[config.mk]
export PLATFORM = sky130hd
export DESIGN_NAME = store_unit
export DESIGN_NICKNAME = d
export VERILOG_FILES = /design/src/rtl/store_unit.sv
export SDC_FILE = /design/constraint.sdc
export NUM_CORES = 1
export LEC_CHECK = 0
export CAP_MARGIN = 30
export CORE_UTILIZATION = 35
export DETAILED_ROUTE_END_ITERATION = 12
export PLACE_DENSITY = 0.7
export SYNTH_ARGS = -nofsm -noshare
export SYNTH_HDL_FRONTEND = slang
export SYNTH_SLANG_ARGS = --single-unit
[constraint.sdc]
create_clock -name clk -period 1.55 [get_ports clk]
set_clock_uncertainty 0.2 [all_clocks]
set_input_delay 0.31 -clock clk [delete_from_list [all_inputs] [get_ports clk]]
set_output_delay 0.31 -clock clk [all_outputs]
set_load 0.01 [all_outputs]
[src/rtl/store_unit.sv]
// RV32I store path: forms word address, lane-shifted data and byte enables, holds the write until mem_resp.
// Optional STORE_MISALIGN_SPLIT_EN: misaligned SH/SW are legal; word-crossing stores use a second access (WR1).
module store_unit (
    input  logic        clk,
    input  logic        rst_n,
    input  logic        req_valid,
    output logic        req_ready,
    input  logic [2:0]  req_funct3,
    input  logic [31:0] req_addr,
    input  logic [31:0] req_data,
    output logic [31:0] mem_address,
    output logic [31:0] mem_wdata,
    output logic [3:0]  mem_byte_enable,
    output logic        mem_write,
    input  logic        mem_resp,
    output logic        done,
    output logic        err
);

    typedef enum logic [1:0] {
        IDLE  = 2'd0,
        WR0   = 2'd1,
        WR1   = 2'd2,
        FAULT = 2'd3
    } state_t;

    state_t      state_q, state_d;
    logic [31:0] addr_d, wdata_d;
    logic [3:0]  be_d;
    logic        write_d, done_d, err_d;

    logic [1:0]  off;
    logic [3:0]  mask;
    logic        illegal, misalign;
    logic [3:0]  lo_be;
    logic [31:0] lo_wdata;

    assign off = req_addr[1:0];

    always_comb begin
        mask    = 4'b0000;
        illegal = 1'b0;
        case (req_funct3)
            3'b000:  mask = 4'b0001;
            3'b001:  mask = 4'b0011;
            3'b010:  mask = 4'b1111;
            default: illegal = 1'b1;
        endcase
    end

`ifdef STORE_MISALIGN_SPLIT_EN
    logic [7:0]  be_wide;
    logic [63:0] wdata_wide;
    logic [3:0]  hi_be_q, hi_be_d;
    logic [31:0] hi_wdata_q, hi_wdata_d;
    logic        cross_q, cross_d;

    // Shifting into a double-width window yields both accesses at once:
    // the upper half is exactly (mask<<off)[7:4] and data >> 8*(4-off).
    assign be_wide    = {4'b0000, mask} << off;
    assign wdata_wide = {32'h0, req_data} << {off, 3'b000};
    assign lo_be      = be_wide[3:0];
    assign lo_wdata   = wdata_wide[31:0];
    assign misalign   = 1'b0;
`else
    assign lo_be      = mask << off;
    assign lo_wdata   = req_data << {off, 3'b000};
    assign misalign   = ((req_funct3 == 3'b001) && req_addr[0]) ||
                        ((req_funct3 == 3'b010) && (off != 2'b00));
`endif

    assign req_ready = (state_q == IDLE);

    always_comb begin
        state_d = state_q;
        addr_d  = mem_address;
        wdata_d = mem_wdata;
        be_d    = mem_byte_enable;
        write_d = mem_write;
        done_d  = 1'b0;
        err_d   = 1'b0;
`ifdef STORE_MISALIGN_SPLIT_EN
        hi_be_d    = hi_be_q;
        hi_wdata_d = hi_wdata_q;
        cross_d    = cross_q;
`endif
        case (state_q)
            IDLE: begin
                if (req_valid) begin
                    if (illegal || misalign) begin
                        state_d = FAULT;
                        done_d  = 1'b1;
                        err_d   = 1'b1;
                    end else begin
                        state_d = WR0;
                        write_d = 1'b1;
                        addr_d  = {req_addr[31:2], 2'b00};
                        be_d    = lo_be;
                        wdata_d = lo_wdata;
`ifdef STORE_MISALIGN_SPLIT_EN
                        hi_be_d    = be_wide[7:4];
                        hi_wdata_d = wdata_wide[63:32];
                        cross_d    = |be_wide[7:4];
`endif
                    end
                end
            end
            WR0: begin
                if (mem_resp) begin
`ifdef STORE_MISALIGN_SPLIT_EN
                    if (cross_q) begin
                        state_d = WR1;
                        addr_d  = mem_address + 32'd4;
                        be_d    = hi_be_q;
                        wdata_d = hi_wdata_q;
                    end else begin
                        state_d = IDLE;
                        write_d = 1'b0;
                        done_d  = 1'b1;
                    end
`else
                    state_d = IDLE;
                    write_d = 1'b0;
                    done_d  = 1'b1;
`endif
                end
            end
`ifdef STORE_MISALIGN_SPLIT_EN
            WR1: begin
                if (mem_resp) begin
                    state_d = IDLE;
                    write_d = 1'b0;
                    done_d  = 1'b1;
                end
            end
`endif
            FAULT:   state_d = IDLE;
            default: begin
                state_d = IDLE;
                write_d = 1'b0;
            end
        endcase
    end

    always_ff @(posedge clk or negedge rst_n) begin
        if (!rst_n) begin
            state_q         <= IDLE;
            mem_address     <= '0;
            mem_wdata       <= '0;
            mem_byte_enable <= '0;
            mem_write       <= 1'b0;
            done            <= 1'b0;
            err             <= 1'b0;
        end else begin
            state_q         <= state_d;
            mem_address     <= addr_d;
            mem_wdata       <= wdata_d;
            mem_byte_enable <= be_d;
            mem_write       <= write_d;
            done            <= done_d;
            err             <= err_d;
        end
    end

`ifdef STORE_MISALIGN_SPLIT_EN
    always_ff @(posedge clk or negedge rst_n) begin
        if (!rst_n) begin
            hi_be_q    <= '0;
            hi_wdata_q <= '0;
            cross_q    <= 1'b0;
        end else begin
            hi_be_q    <= hi_be_d;
            hi_wdata_q <= hi_wdata_d;
            cross_q    <= cross_d;
        end
    end
`endif

endmodule

# == Word level (Yosys, flattened, before mapping) ==
# Index checks and enable logic that the tools add are counted.
# totals
reg_bits,71
# classes
eq_ne,7
shift,2
mux,15
bitwise_logic,2
reduce_logical,11
# op_table
operator,count
$shl 32x5->32,1
$pmux 4 s3,1
$mux 1,8
$mux 2,3
$ne 2x2->1 const B,3
$pmux 2 s2,1
$reduce_and 4->1,1
$shl 4x2->4,1
$eq 3x1->1 const B,1
$eq 3x2->1 const B,1
$logic_not 3->1,1
$pmux 1 s3,1
$reduce_and 3->1,1
$reduce_or 3->1,1
$eq 2x1->1 const B,1
$eq 2x2->1 const B,1
$logic_and 1x1->1,2
$logic_not 2->1,1
$logic_or 1x1->1,2
$not 1->1,2
$pmux 1 s2,1
$reduce_and 2->1,1
$reduce_bool 2->1,1

# == Longest topological paths before layout ==
# Gate-level depths: netlist of run 1.
# logic_depth
ltp_word,7
mapped_depth,6

# == Worst setup path after synthesis of run 1 ==
# OpenSTA, ideal clock, no wires.
# synth_timing
kind,input port to flip-flop
from,input port req_addr[0]
to,register mem_address[10]
setup_ps,125
arrival_time_ps,1490
t_required_ps,1225
setup_slack_ps,-265
path_stages,6
n_path_buf,3
cell_sequence,buf_2 > a211oi_2 > o211ai_2 > buf_6 > buf_6 > mux2_4
# synth_between
elab_chain_len,6
word_cells_on_any_way,7
# synth_rtl
element,line_no,text
"start, declared",9,"input logic [31:0] req_addr,"
$reduce_bool 2->1,69,((req_funct3 == 3'b010) && (off != 2'b00));
$logic_and 1x1->1,69,
$logic_or 1x1->1 *,68,assign misalign = ((req_funct3 == 3'b001) && req_addr[0]) ||
$logic_or 1x1->1 *,90,if (illegal || misalign) begin
$not 1->1 (no line) *,n/a,
$reduce_and 3->1 (no line) *,n/a,
"end signal, assigned",156,mem_address <= addr_d;
"end, declared",11,"output logic [31:0] mem_address,"
# Mark *: on every way between the ends. The rest lies on a longest branch, timed or not.
# A chain may end at the register's enable or synchronous reset.

# == Worst setup path in the final report of run 1 ==
# layout_timing
from,register state_q[1]
to,register mem_address[14]
# layout_between
elab_chain_len,2
# layout_rtl
element,line_no,text
"start, declared",27,"state_t state_q, state_d;"
"start signal, assigned",155,state_q <= state_d;
$logic_not 2->1,87,case (state_q)
$reduce_and 3->1 (no line),n/a,
# Every way passes these cells.

==> flow_summary_export.csv, run 1 <==
group,metric,value,unit
floorplanning,fp.dieH,101,µm
floorplanning,core_area,9370,µm²
power_and_ir_drop,power_per_cell_area,1360,nW/µm²
cts,cts_buffers,9,
critical_path,crit_fanout,8,
cells_and_area,area_growth,67.3,%
cts,clock-sinks,71,
drt,wl_per_cell,16.6,µm
power_and_ir_drop,p_seq_frac,0.387,
placed_design,dp.final_hpwl,6200,µm
global_route,grt_pass1_vias,2759,
cells_and_area,antenna_cells,0,
run,cap_violations,0,
drt,drc,0,
sta,grt_setup_unrepaired,"true",
cells_and_area,final_area,5720,µm²
status,violations,"negative setup slack",
sta,slew_headroom,0.477,
power_and_ir_drop,p_total,7770,µW
drt,drt_iter0_markers,53,
sta,period_share,1.09,
power_and_ir_drop,netSwitchingFraction,0.304,
global_route,grt_first_pass_wirelength,14800,µm
synthesis,yosysTopAreaCellShare,0.520,
status,status,"finished, violations left",
sta,period_minus_slack,1.69,ns
cts,clk_transition_reported_paths,0.08,ns
synthesis,ys_seq_area_frac,0.520,
min_path,hp-class,"in -> async",
floorplanning,rows,35,
global_route,antenna_found_initial,0,
synthesis,ys_ff_latch,71,
sta,worst_slew_pin_slew,0.783,ns
cts,cts_root_buf,"clkbuf_8",
synthesis,yosys.area.top_type,"dfrtp_1",
synthesis,synthesis.area,3420,µm²
power_and_ir_drop,p_leak,0.00287,µW
synthesis,avgSynthCellArea,13.8,µm²
cells_and_area,final_nets,506,
cells_and_area,drive_gt1_frac,0.311,
drt,firstDrtPassIters,5,
sta,setup_viol,66,
power_and_ir_drop,pwr-share-clk,0.163,
cts,htree_levels,3,
placed_design,port_buffers,140,
cts,clock_path_buffers,2,
critical_path,startpoint_type,"register",
global_route,grtUsageTotal,0.194,
cts,cts_tree,"yes",
placed_design,placed_area,5070,µm²
cts,clock_latency,0.34,ns
floorplanning,die-area,10200,µm²
placed_design,gp_congestion,0.720,
synthesis,ys_top_cells_by_area,"dfrtp_1 52%, mux2_4 14%, mux2i_1 12%, mux2_1 8.6%, o2bb2ai_1 2.0%",
global_route,grt-ovfl-total,0,
global_route,grt_max_degree,31,
placed_design,dp_cells,521,
drt,wl,9420,µm
floorplanning,ios,143,
critical_path,path_class,"reg -> reg",
sta,fin_ws,-0.143,ns
critical_path,critical_path_required,1.58,ns
critical_path,cp_data_arrival_time,1.72,ns
power_and_ir_drop,intPower,5410,µW
power_and_ir_drop,p_comb_frac,0.451,
synthesis,ys_warn_count,0,
synthesis,yosysUniqueCellTypes,27,
floorplanning,start_util,0.365,
drt,vias_per_cell,4.64,
sta,whs,0.218,ns
sta,max_freq,591,MHz
drt,ant_nets,0,
sta,hold_viol,0,
drt,vias,2639,
floorplanning,die_x,101,µm
sta,slew_violations,0,
power_and_ir_drop,power_switching,2360,µW
power_and_ir_drop,vdd_drop_max,0.662,mV
cells_and_area,fin_cells,569,
critical_path,crit_path_end_kind,"register",
synthesis,syn_inst,247,
## layout by cell type, fill, tap and decap left out, types with 3 or more instances in the layout
| master | n |
|---|---|
| dfrtp_1 | 71 |
| o2bb2ai_1 | 8 |
| nor3_1 | 3 |
| mux2i_1 | 40 |
| buf_6 | 8 |
| buf_4 | 35 |
| a21oi_1 | 3 |
| clkdlybuf4s15_1 | 59 |
| dlygate4sd2_1 | 10 |
| clkinv_2 | 5 |
| buf_12 | 6 |
| clkbuf_8 | 9 |
| nand2_1 | 8 |
| mux2_4 | 58 |
| clkdlybuf4s50_1 | 64 |
| inv_1 | 11 |
| clkbuf_2 | 3 |
| buf_16 | 5 |
| nor2_1 | 10 |
## flip-flops by register name, summed over array words and instances, names as in the netlist
register / cells
mem_address: 30
mem_write: 1
state_q: 2
err: 1
done: 1
mem_byte_enable: 4
mem_wdata: 32
## final timing paths
check,endpoint,cells after the start,slack (ns),startpoint
worst max register to register,mem_address[14]$_DFFE_PN0P_,6,-0.14,state_q[1]$_DFFE_PN0P_
worst max-delay path,mem_address[14]$_DFFE_PN0P_,6,-0.14,state_q[1]$_DFFE_PN0P_
max in group asynchronous,mem_wdata[30]$_DFFE_PN0P_,3,0.46,rst_n
worst min register to register,mem_wdata[29]$_DFFE_PN0P_,1,0.30,mem_wdata[29]$_DFFE_PN0P_
worst min-delay path,mem_wdata[26]$_DFFE_PN0P_,2,0.22,rst_n
min in group clk,mem_wdata[29]$_DFFE_PN0P_,1,0.30,mem_wdata[29]$_DFFE_PN0P_
## logic make-up (layout without fill, tap and decap cells)
| group | after synthesis | in the layout | synth area share |
|---|---|---|---|
| buffers and inverters | 29 | 221 | 0.0476 |
| DFF | 71 | 71 | 0.520 |
| and+or+nand+nor | 28 | 28 | 0.0428 |
| other | 1 | 2 | 0.00110 |
| muxes | 98 | 98 | 0.343 |
| AOI/OAI and AO/OA | 20 | 20 | 0.0457 |
## worst max-delay path, stage by stage, from the launching register on
cell      delay, ns
dfrtp_1        0.41
nor2_2         0.14
buf_6          0.12
o211ai_4       0.09
buf_6          0.17
buf_16         0.15
mux2_4         0.30
## final cells by class
class / instances / area, µm²
clock buffers: 11 / 131
clock inverters: 5 / 25.0
fillers: 788 / 3650
inverters: 11 / 41.3
multi-input cells: 148 / 1610
flip-flops and latches: 71 / 1780
well taps: 129 / 161
repair buffers: 194 / 1980
## synthesized netlist by cell type (all sizes together)
cell type and instances:
dfrtp 71, mux2 58, mux2i 40, buf 15
inv 11, nor2 11, nand2 8, o2bb2ai 8
a211oi 3, a21oi 3, clkbuf 3, nor3 3
nor2b 2, nor4bb 2, o21ai 2, a21o 1
a31oi 1, conb 1, nand2b 1, nor4 1
o211ai 1, o21bai 1
## per-stage QoR
step                      setup TNS (ns)  setup slack (ns)   util
after global placement            -48.94            -0.751  0.541
after floorplan                    -9.40            -0.205      -
after detailed placement          -49.73            -0.772  0.541
final                              -7.69            -0.143  0.611
after CTS                          -7.61            -0.211  0.599
after global routing              -10.80            -0.187  0.611
## power groups by stage
stage                     logic (µW)  registers, µW  clock network, µW
after detailed placement        3330           3000                  0
after global routing            3750           3080               1400
after global placement          3280           3000                  0
final                           3500           3000               1260
after floorplan                 1020           3320                  0
after CTS                       3250           2980               1310
## repair_timing
action,CTS,global route
buffers inserted,15,12
cloned,6,0
hold endpoints to repair,71,0
gates resized for setup,138,52
endpoints found under the setup margin,137,116
hold buffers,1,0
pin swaps,4,1
## layer usage
| layer | share of wire | vias to the layer above | GRT usage |
|---|---|---|---|
| met5 | 0 | - | 0 |
| met4 | 0.012 | 0 | 0.0669 |
| met3 | 0.064 | 11 | 0.0479 |
| met2 | 0.46 | 84 | 0.302 |
| met1 | 0.46 | 1302 | 0.263 |
| li1 | - | 1242 | - |
No activity file was read; power rests on OpenSTA's default activity.
==> run 2: changes to the inputs <==
--- a/config.mk
+++ b/config.mk
@@ -8,7 +8,9 @@
 export CAP_MARGIN = 30
 export CORE_UTILIZATION = 35
 export DETAILED_ROUTE_END_ITERATION = 12
-export PLACE_DENSITY = 0.7
+export GPL_ROUTABILITY_DRIVEN = 0
+export PLACE_DENSITY = 0.68
+export SLEW_MARGIN = 20
 export SYNTH_ARGS = -nofsm -noshare
 export SYNTH_HDL_FRONTEND = slang
 export SYNTH_SLANG_ARGS = --single-unit
==> constraint.sdc (replaced) <==
create_clock -name clk -period 1.79 [get_ports clk]
set_clock_uncertainty 0.2 [all_clocks]
set_input_delay 0.358 -clock clk [delete_from_list [all_inputs] [get_ports clk]]
set_output_delay 0.358 -clock clk [all_outputs]
set_load 0.01 [all_outputs]
==> flow_summary_export.csv, run 2 (synthesis gave the netlist of run 1 again) <==
group,metric,value,unit
status,status,"finished, final reports clean",
cts,clock_latency,0.34,ns
cts,cts_root_buf,"clkbuf_8",
floorplanning,fp.dieH,101,µm
global_route,grt_pass1_vias,2667,
sta,max_freq,576,MHz
drt,dr_wl_met3,635,µm
cells_and_area,drive_gt1_frac,0.203,
drt,firstDrtPassIters,4,
sta,worst_slew_pin_slew,0.784,ns
cts,cts_buffers,9,
floorplanning,ios,143,
cts,htree_levels,3,
min_path,hp-class,"reg -> reg",
drt,drt-met1-wl,3640,µm
cells_and_area,regArea,1780,µm²
sta,hold_viol,0,
drt,drt_iter0_markers,55,
cells_and_area,final_core_util,0.573,
global_route,antenna_found_initial,0,
critical_path,cp_data_arrival_time,1.77,ns
cells_and_area,largest_reg_flops,32,
sta,whs,0.289,ns
drt,vias_per_cell,4.73,
floorplanning,rows,35,
cells_and_area,largest-register,"mem_wdata",
run,cap_violations,0,
sta,slew_headroom,0.476,
critical_path,path_class,"reg -> reg",
sta,period_share,0.970,
placed_design,placed_area,5010,µm²
cts,clk_transition_reported_paths,0.08,ns
placed_design,port_buffers,140,
sta,fin_ws,0.0536,ns
critical_path,startpoint_type,"register",
power_and_ir_drop,p_leak,0.00275,µW
cells_and_area,final_area,5370,µm²
global_route,grt_first_pass_wirelength,13600,µm
global_route,grtUsageTotal,0.179,
floorplanning,die-area,10200,µm²
drt,wl_per_cell,16.1,µm
power_and_ir_drop,power_per_cell_area,1210,nW/µm²
cts,clock-sinks,71,
cells_and_area,final_nets,480,
global_route,grt_max_degree,72,
cells_and_area,top_regs,"mem_wdata: 32 flops, mem_address: 30 flops, mem_byte_enable: 4 flops",
cells_and_area,layout_common_cells,"71 x dfrtp_1, 69 x dlygate4sd2_1, 64 x clkdlybuf4s50_1",
floorplanning,die_x,101,µm
global_route,grt-ovfl-total,0,
cts,cts_tree,"yes",
drt,ant_nets,0,
sta,setup_viol,0,
cells_and_area,area_growth,56.9,%
placed_design,pre_cts_ws,-0.630,ns
drt,vias,2566,
power_and_ir_drop,vdd_drop_max,0.716,mV
cells_and_area,final_common_cell,"dfrtp_1",
sta,slew_violations,0,
cts,clock_path_buffers,2,
drt,wl,8760,µm
sta,period_minus_slack,1.74,ns
drt,met2WireLength,4410,µm
placed_design,dp.final_hpwl,6040,µm
cells_and_area,antenna_cells,0,
critical_path,critical_path_required,1.82,ns
drt,routed.top_layer,"met4",
sta,fin_tns_setup,0,ns
drt,drc,0,
cells_and_area,layout.filler_cells,837,
cells_and_area,multi_input_area,1510,µm²
floorplanning,start_util,0.365,
critical_path,crit_path_end_kind,"register",
floorplanning,core_area,9370,µm²
critical_path,crit_fanout,9,
-- run 2: changes by cell type in the layout (fill, tap and decap cells not counted), moves of 3 or more --
cell and change:
dlygate4sd2_1 +59, clkdlybuf4s15_1 -58, mux2_1 +25, mux2_4 -25
buf_4 -15, buf_6 -7, buf_12 -4, clkinv_2 -4
buf_16 -3
-- run 2: routing by layer --
| metal | GRT usage | vias up |
|---|---|---|
| met5 | 0 | - |
| met4 | 0.0468 | 0 |
| met3 | 0.0666 | 7 |
| met2 | 0.305 | 92 |
| met1 | 0.214 | 1275 |
| li1 | - | 1192 |
-- run 2: final timing paths --
kind | from | to | slack, ns | cells past startpoint
setup / recovery | state_q[1]$_DFFE_PN0P_ | mem_wdata[20]$_DFFE_PN0P_ | 0.05 | 6
hold / removal | mem_wdata[30]$_DFFE_PN0P_ | mem_wdata[30]$_DFFE_PN0P_ | 0.29 | 1
setup reg to reg | state_q[1]$_DFFE_PN0P_ | mem_wdata[20]$_DFFE_PN0P_ | 0.05 | 6
hold reg to reg | mem_wdata[30]$_DFFE_PN0P_ | mem_wdata[30]$_DFFE_PN0P_ | 0.29 | 1
max in group asynchronous | rst_n | mem_address[10]$_DFFE_PN0P_ | 0.72 | 3
min in group asynchronous | rst_n | mem_wdata[26]$_DFFE_PN0P_ | 0.35 | 3
-- run 2: through the flow --
step	instances	total power, µW
2_1_floorplan	248	3750
3_3_place_gp	513	5410
3_5_place_dp	513	5470
4_1_cts	534	6560
5_1_grt	543	6880
6_report	543	6500
-- run 2: critical path, cell delays in order (launching register included) --
cell and delay (ns):
dfrtp_1 0.42, nor2_4 0.14, buf_6 0.12, o211ai_4 0.09, buf_12 0.17, clkbuf_16 0.17
mux2_1 0.31
-- run 2: final cells by class --
| cell class | count | share of cell area |
|---|---|---|
| Clock buffer | 11 | 0.0282 |
| Clock inverter | 5 | 0.0149 |
| Inverter | 11 | 0.00769 |
| Multi-Input combinational cell | 148 | 0.282 |
| Sequential cell | 71 | 0.331 |
| Tap cell | 129 | 0.0301 |
| Timing Repair Buffer | 168 | 0.306 |
-- run 2: what timing repair did --
item / in CTS / in global routing
pin swaps: 3 / 3
cloned: 1 / 2
endpoints found under the hold margin: 71 / 0
gates resized for setup: 73 / 9
hold buffers: 1 / 0
buffers inserted: 3 / 7
endpoints found under the setup margin: 134 / 60
-- run 2: report_power, final --
| part | switching, µW | internal (µW) | total, µW |
|---|---|---|---|
| combinational | 979 | 1470 | 2440 |
| sequential | 348 | 2230 | 2580 |
| clock | 615 | 858 | 1470 |
| total | 1940 | 4560 | 6500 |
